--- config.mk ---
export PLATFORM = sky130hd
export DESIGN_NAME = debounce_pulser
export DESIGN_NICKNAME = d
export VERILOG_FILES = /design/src/rtl/debounce_pkg.sv /design/src/rtl/sync_2ff.sv /design/src/rtl/debounce_pulser.sv
export SDC_FILE = /design/constraint.sdc
export NUM_CORES = 1
export LEC_CHECK = 0
export ABC_AREA = 1
export CAP_MARGIN = 5
export CORE_AREA = 3 3 61 63
export DETAILED_ROUTE_END_ITERATION = 7
export DIE_AREA = 0 0 64 66
export PLACE_DENSITY_LB_ADDON = 0.12
export SYNTH_ARGS = -nofsm -noshare
export SYNTH_HDL_FRONTEND = slang
export SYNTH_SLANG_ARGS = --single-unit
--- constraint.sdc ---
create_clock -name clk -period 2.3 [get_ports clk]
set_input_delay 0.46 -clock clk [delete_from_list [all_inputs] [get_ports clk]]
set_output_delay 0.46 -clock clk [all_outputs]
set_load 0.01 [all_outputs]
--- src/rtl/debounce_pkg.sv ---
// Shared types and defaults for the button debounce / auto-repeat pulser.
// Also provides the width helper for the shared cycle counter.
package debounce_pkg;

  typedef enum logic [2:0] {
    ST_IDLE        = 3'd0,
    ST_DEB_PRESS   = 3'd1,
    ST_PRESSED     = 3'd2,
    ST_REPEAT      = 3'd3,
    ST_DEB_RELEASE = 3'd4
  } db_state_e;

  localparam int DEF_DEBOUNCE_CYCLES = 16;
  localparam int DEF_HOLD_CYCLES     = 64;
  localparam int DEF_REPEAT_CYCLES   = 16;
  localparam int DEF_REPEAT_EN       = 1;

  // Counter is sized from the largest interval, with one spare bit so it can saturate.
  function automatic int cnt_width(input int a, input int b, input int c);
    int m;
    m = a;
    if (b > m) m = b;
    if (c > m) m = c;
    return $clog2(m) + 1;
  endfunction

endpackage

--- src/rtl/sync_2ff.sv ---
// Two-flop synchronizer for a single asynchronous bit, cleared by async active-low reset.
module sync_2ff (
  input  logic clk,
  input  logic rst_n,
  input  logic d_i,
  output logic q_o
);

  logic meta_q;
  logic sync_q;

  always_ff @(posedge clk or negedge rst_n) begin
    if (!rst_n) begin
      meta_q <= 1'b0;
      sync_q <= 1'b0;
    end else begin
      meta_q <= d_i;
      sync_q <= meta_q;
    end
  end

  assign q_o = sync_q;

endmodule

--- src/rtl/debounce_pulser.sv ---
// Debounces a raw push button and emits one decrement strobe per accepted press,
// plus optional auto-repeat strobes while the button stays held.
module debounce_pulser
  import debounce_pkg::*;
#(
  parameter int DEBOUNCE_CYCLES = DEF_DEBOUNCE_CYCLES,
  parameter int HOLD_CYCLES     = DEF_HOLD_CYCLES,
  parameter int REPEAT_CYCLES   = DEF_REPEAT_CYCLES,
  parameter int REPEAT_EN       = DEF_REPEAT_EN
) (
  input  logic      clk,
  input  logic      reset,
  input  logic      btn_in,
  input  logic      enable,
  output logic      decrement,
  output logic      btn_level,
  output db_state_e state_o
);

  localparam int CW = cnt_width(DEBOUNCE_CYCLES, HOLD_CYCLES, REPEAT_CYCLES);
  localparam logic [CW-1:0] DEB_LAST  = CW'(DEBOUNCE_CYCLES - 1);
  localparam logic [CW-1:0] HOLD_LAST = CW'(HOLD_CYCLES - 1);
  localparam logic [CW-1:0] REP_LAST  = CW'(REPEAT_CYCLES - 1);

  db_state_e     state_q;
  logic [CW-1:0] cnt_q;
  logic [CW-1:0] cnt_sat_d;
  logic          decrement_q;
  logic          btn_level_q;
  logic          btn_sync;

  sync_2ff u_sync (
    .clk   (clk),
    .rst_n (reset),
    .d_i   (btn_in),
    .q_o   (btn_sync)
  );

  assign cnt_sat_d = (cnt_q == '1) ? cnt_q : cnt_q + CW'(1);

  // Strobe is gated by enable and by its own previous value so it can never stretch.
  always_ff @(posedge clk or negedge reset) begin
    if (!reset) begin
      state_q     <= ST_IDLE;
      cnt_q       <= '0;
      decrement_q <= 1'b0;
      btn_level_q <= 1'b0;
    end else begin
      decrement_q <= 1'b0;
      case (state_q)
        ST_IDLE: begin
          if (btn_sync) begin
            state_q <= ST_DEB_PRESS;
            cnt_q   <= '0;
          end
        end
        ST_DEB_PRESS: begin
          if (!btn_sync) begin
            state_q <= ST_IDLE;
            cnt_q   <= '0;
          end else if (cnt_q == DEB_LAST) begin
            state_q     <= ST_PRESSED;
            cnt_q       <= '0;
            btn_level_q <= 1'b1;
            decrement_q <= enable & ~decrement_q;
          end else begin
            cnt_q <= cnt_sat_d;
          end
        end
        ST_PRESSED: begin
          if (!btn_sync) begin
            state_q <= ST_DEB_RELEASE;
            cnt_q   <= '0;
          end else if ((REPEAT_EN != 0) && (cnt_q == HOLD_LAST)) begin
            state_q     <= ST_REPEAT;
            cnt_q       <= '0;
            decrement_q <= enable & ~decrement_q;
          end else begin
            cnt_q <= cnt_sat_d;
          end
        end
        ST_REPEAT: begin
          if (!btn_sync) begin
            state_q <= ST_DEB_RELEASE;
            cnt_q   <= '0;
          end else if (cnt_q == REP_LAST) begin
            cnt_q       <= '0;
            decrement_q <= enable & ~decrement_q;
          end else begin
            cnt_q <= cnt_q + CW'(1);
          end
        end
        ST_DEB_RELEASE: begin
          // A bounce back high restarts the hold interval rather than resuming repeat.
          if (btn_sync) begin
            state_q <= ST_PRESSED;
            cnt_q   <= '0;
          end else if (cnt_q == DEB_LAST) begin
            state_q     <= ST_IDLE;
            cnt_q       <= '0;
            btn_level_q <= 1'b0;
          end else begin
            cnt_q <= cnt_sat_d;
          end
        end
        default: begin
          state_q <= ST_IDLE;
          cnt_q   <= '0;
        end
      endcase
    end
  end

  assign decrement = decrement_q;
  assign btn_level = btn_level_q;
  assign state_o   = state_q;

endmodule

==> reports/metrics.cfg <==
[outcome]
outcome = complete, no violations

[clock_tree]
cts_tree = built
worstSkewPairLatency_ns = 0.30
ctsHoldBuffers = 0
numCtsBuffers = 3
postCtsSetupRepairBufs = 0
cts-root-buf = clkbuf_4
cts.clk_slew.worst_paths_ns = 0.10
cts_resized = 0
htree_levels = 1
clockBufferDepth = 2
cts.sinks = 14

[synthesis]
synth_edf_count = 0
yosysWarnings = 0
synth_ff_type = dfrtp_1
async_flop_share_pct = 100
synth_most_common_cell = nand2_1
synth.top_cell.area_share_pct = 36.8
synthesis.nets = 131
syn_avg_cell_area_um2 = 7.56
ys_top_cells_by_count = nand2_1 (33), inv_1 (18), dfrtp_1 (14)
synth_cells = 126
synth_area_leaders = dfrtp_1 (37%), nand2_1 (13%), inv_1 (7.1%)
netlist_area_um2 = 952
ys_types = 27
synth_area_leader_cell = dfrtp_1
ys_ff_latch = 14
yosysSeqAreaShare_pct = 36.8

[pwr]
power_per_cell_area_nw_per_um2 = 920
p_leak_nw = 0.553
irDropWorstVdd_mv = 0.318

[sta]
setup_viol = 0
slew_viol_final = 0
worst_slack_ns = 0.503
hold_violations = 0
fin_crit_ns = 1.80
fmax_ghz = 0.557
worst_pin_slew_ns = 0.658
skew_ns = 0.00469
rsz0062_at_grt = no
relSlewSlack_pct = 56.0
min_period_over_period_pct = 78.1
finalSetupTns_ns = 0

[placed_design]
dp_hpwl_mm = 1.71
place_ws_ns = 0.800
placed_area_um2 = 1090
placement.io_buffers = 8
gp_congestion = 0.739

[routing]
post_drt_wl_per_cell_um = 11.9
avgViaCountPerCell = 4.71
routed_wl_mm = 2.18
drc = 0
drt_iter0_drc = 32
firstDrtPassIters = 4
detail-route-antenna-nets = 0
dr_total_vias = 866

[critical_path]
path_cells = clkdlybuf4s50_1
critPathSlowestCell = clkdlybuf4s50_1
cp_num_buf_inv = 1
worst_setup_path_start_kind = flop
path_class = flop to primary output
cp_max_fo = 7
required_ns = 1.84
critPathTopFamily = buffers and inverters
arrival_ns = 1.34
cpPeakStageDelay_ns = 0.57
end_kind = primary output

[global_routing]
track_usage_pct = 11.8
antenna_found_initial = 0
grt_overflow_total = 0
first_global_vias = 813
grt_max_degree = 15
grt_pass1_wl_mm = 3.77

[finish]
design_area_um2 = 1130
final_nets = 144
multi_input_area_um2 = 527
seq_area_um2 = 350
final_layout_size_suffix_gt1_share_pct = 17.4
area_growth_pct = 18.3
postLayoutCoreUtil_pct = 34.3
fill_cells = 355
diodes = 0

[floorplan]
die_w_um = 64
initial_core_util_pct = 29.0
die-area_um2 = 4220
core.rowCount = 21
ios = 9
core_area_um2 = 3280
fp.dieH_um = 66

[worst_hold_path]
min_path_type = flop to flop

[job]
maxCapViolCount = 0

area by class of cell:
cell class	instances	area share (%)
tap	46	5.11
clock buffer	4	3.22
inverter	20	6.67
multi-input combinational	92	46.8
sequential	14	31.1
timing repair buffer	8	7.11
power by group:
| group | total (W) | switching (W) | internal, W |
|---|---|---|---|
| Combinational | 0.000497 | 0.000307 | 0.000189 |
| Clock | 0.000196 | 0.0000992 | 0.0000966 |
| Sequential | 0.000344 | 0.0000525 | 0.000291 |
| Total | 0.00104 | 0.000459 | 0.000577 |
routing by layer:
| layer | GRT usage [%] | share of wire, % | vias up |
|---|---|---|---|
| li1 | - | - | 434 |
| met3 | 2.89 | 5.1 | 5 |
| met1 | 15.7 | 48 | 408 |
| met5 | 0 | 0 | - |
| met4 | 5.66 | 1.9 | 0 |
| met2 | 17.9 | 45 | 19 |
state kept, by name (all words and copies together) (netlist names):
| register | count |
|---|---|
| btn_level | 1 |
| u_sync.q_o | 1 |
| state_o | 3 |
| cnt_q | 7 |
| u_sync.meta_q | 1 |
| decrement | 1 |
metrics by stage:
stage          hold slack (ns)  total power [W]  std cells
6_report                 0.358          0.00104        184
2_1_floorplan            0.164         0.000698        126
5_1_grt                  0.371          0.00112        184
4_1_cts                  0.360          0.00105        184
3_3_place_gp             0.337         0.000852        180
3_5_place_dp             0.335         0.000848        180
path summary, 6_finish.rpt:
path / endpoint / from / slack, ns / depth (start not counted)
worst max-delay path: state_o[0] / state_o[0] / 0.50 / 1
worst min-delay path: u_sync.q_o / u_sync.meta_q / 0.36 / 0
worst max register to register: cnt_q[0] / cnt_q[0] / 0.77 / 10
worst min register to register: u_sync.q_o / u_sync.meta_q / 0.36 / 0
max in group asynchronous: cnt_q[4] / reset / 1.32 / 1
min in group asynchronous: btn_level / reset / 0.55 / 1
cells by family (layout without fill, tap and decap cells):
| logic type | count (synthesis) | in the layout | share of synthesized area (%) |
|---|---|---|---|
| AO/OA/AOI/OAI | 17 | 17 | 10.6 |
| XOR/XNOR | 4 | 4 | 3.68 |
| adder cells (fa/ha/maj) | 1 | 1 | 1.31 |
| buffers and inverters | 20 | 32 | 7.88 |
| flip-flops | 14 | 14 | 36.8 |
| AND/OR/NAND/NOR | 70 | 70 | 39.7 |
cell usage in the layout (no fill, tap or decap), types with 2 or more instances in the layout:
cell / synthesis / final
dfrtp_1: 14 / 14
o21ai_1: 3 / 3
o21ai_0: 2 / 2
nand4_1: 3 / 3
a21oi_1: 5 / 5
nor2_1: 6 / 6
nand2_2: 5 / 5
clkbuf_4: 0 / 3
clkdlybuf4s50_1: 0 / 8
nand3_2: 5 / 5
inv_2: 2 / 2
nor2_2: 3 / 3
nand3_1: 8 / 8
nor2_4: 2 / 2
o211ai_1: 3 / 3
inv_1: 18 / 18
nand2_1: 33 / 33
xor2_1: 3 / 3
No activity file was read; power rests on OpenSTA's default activity.
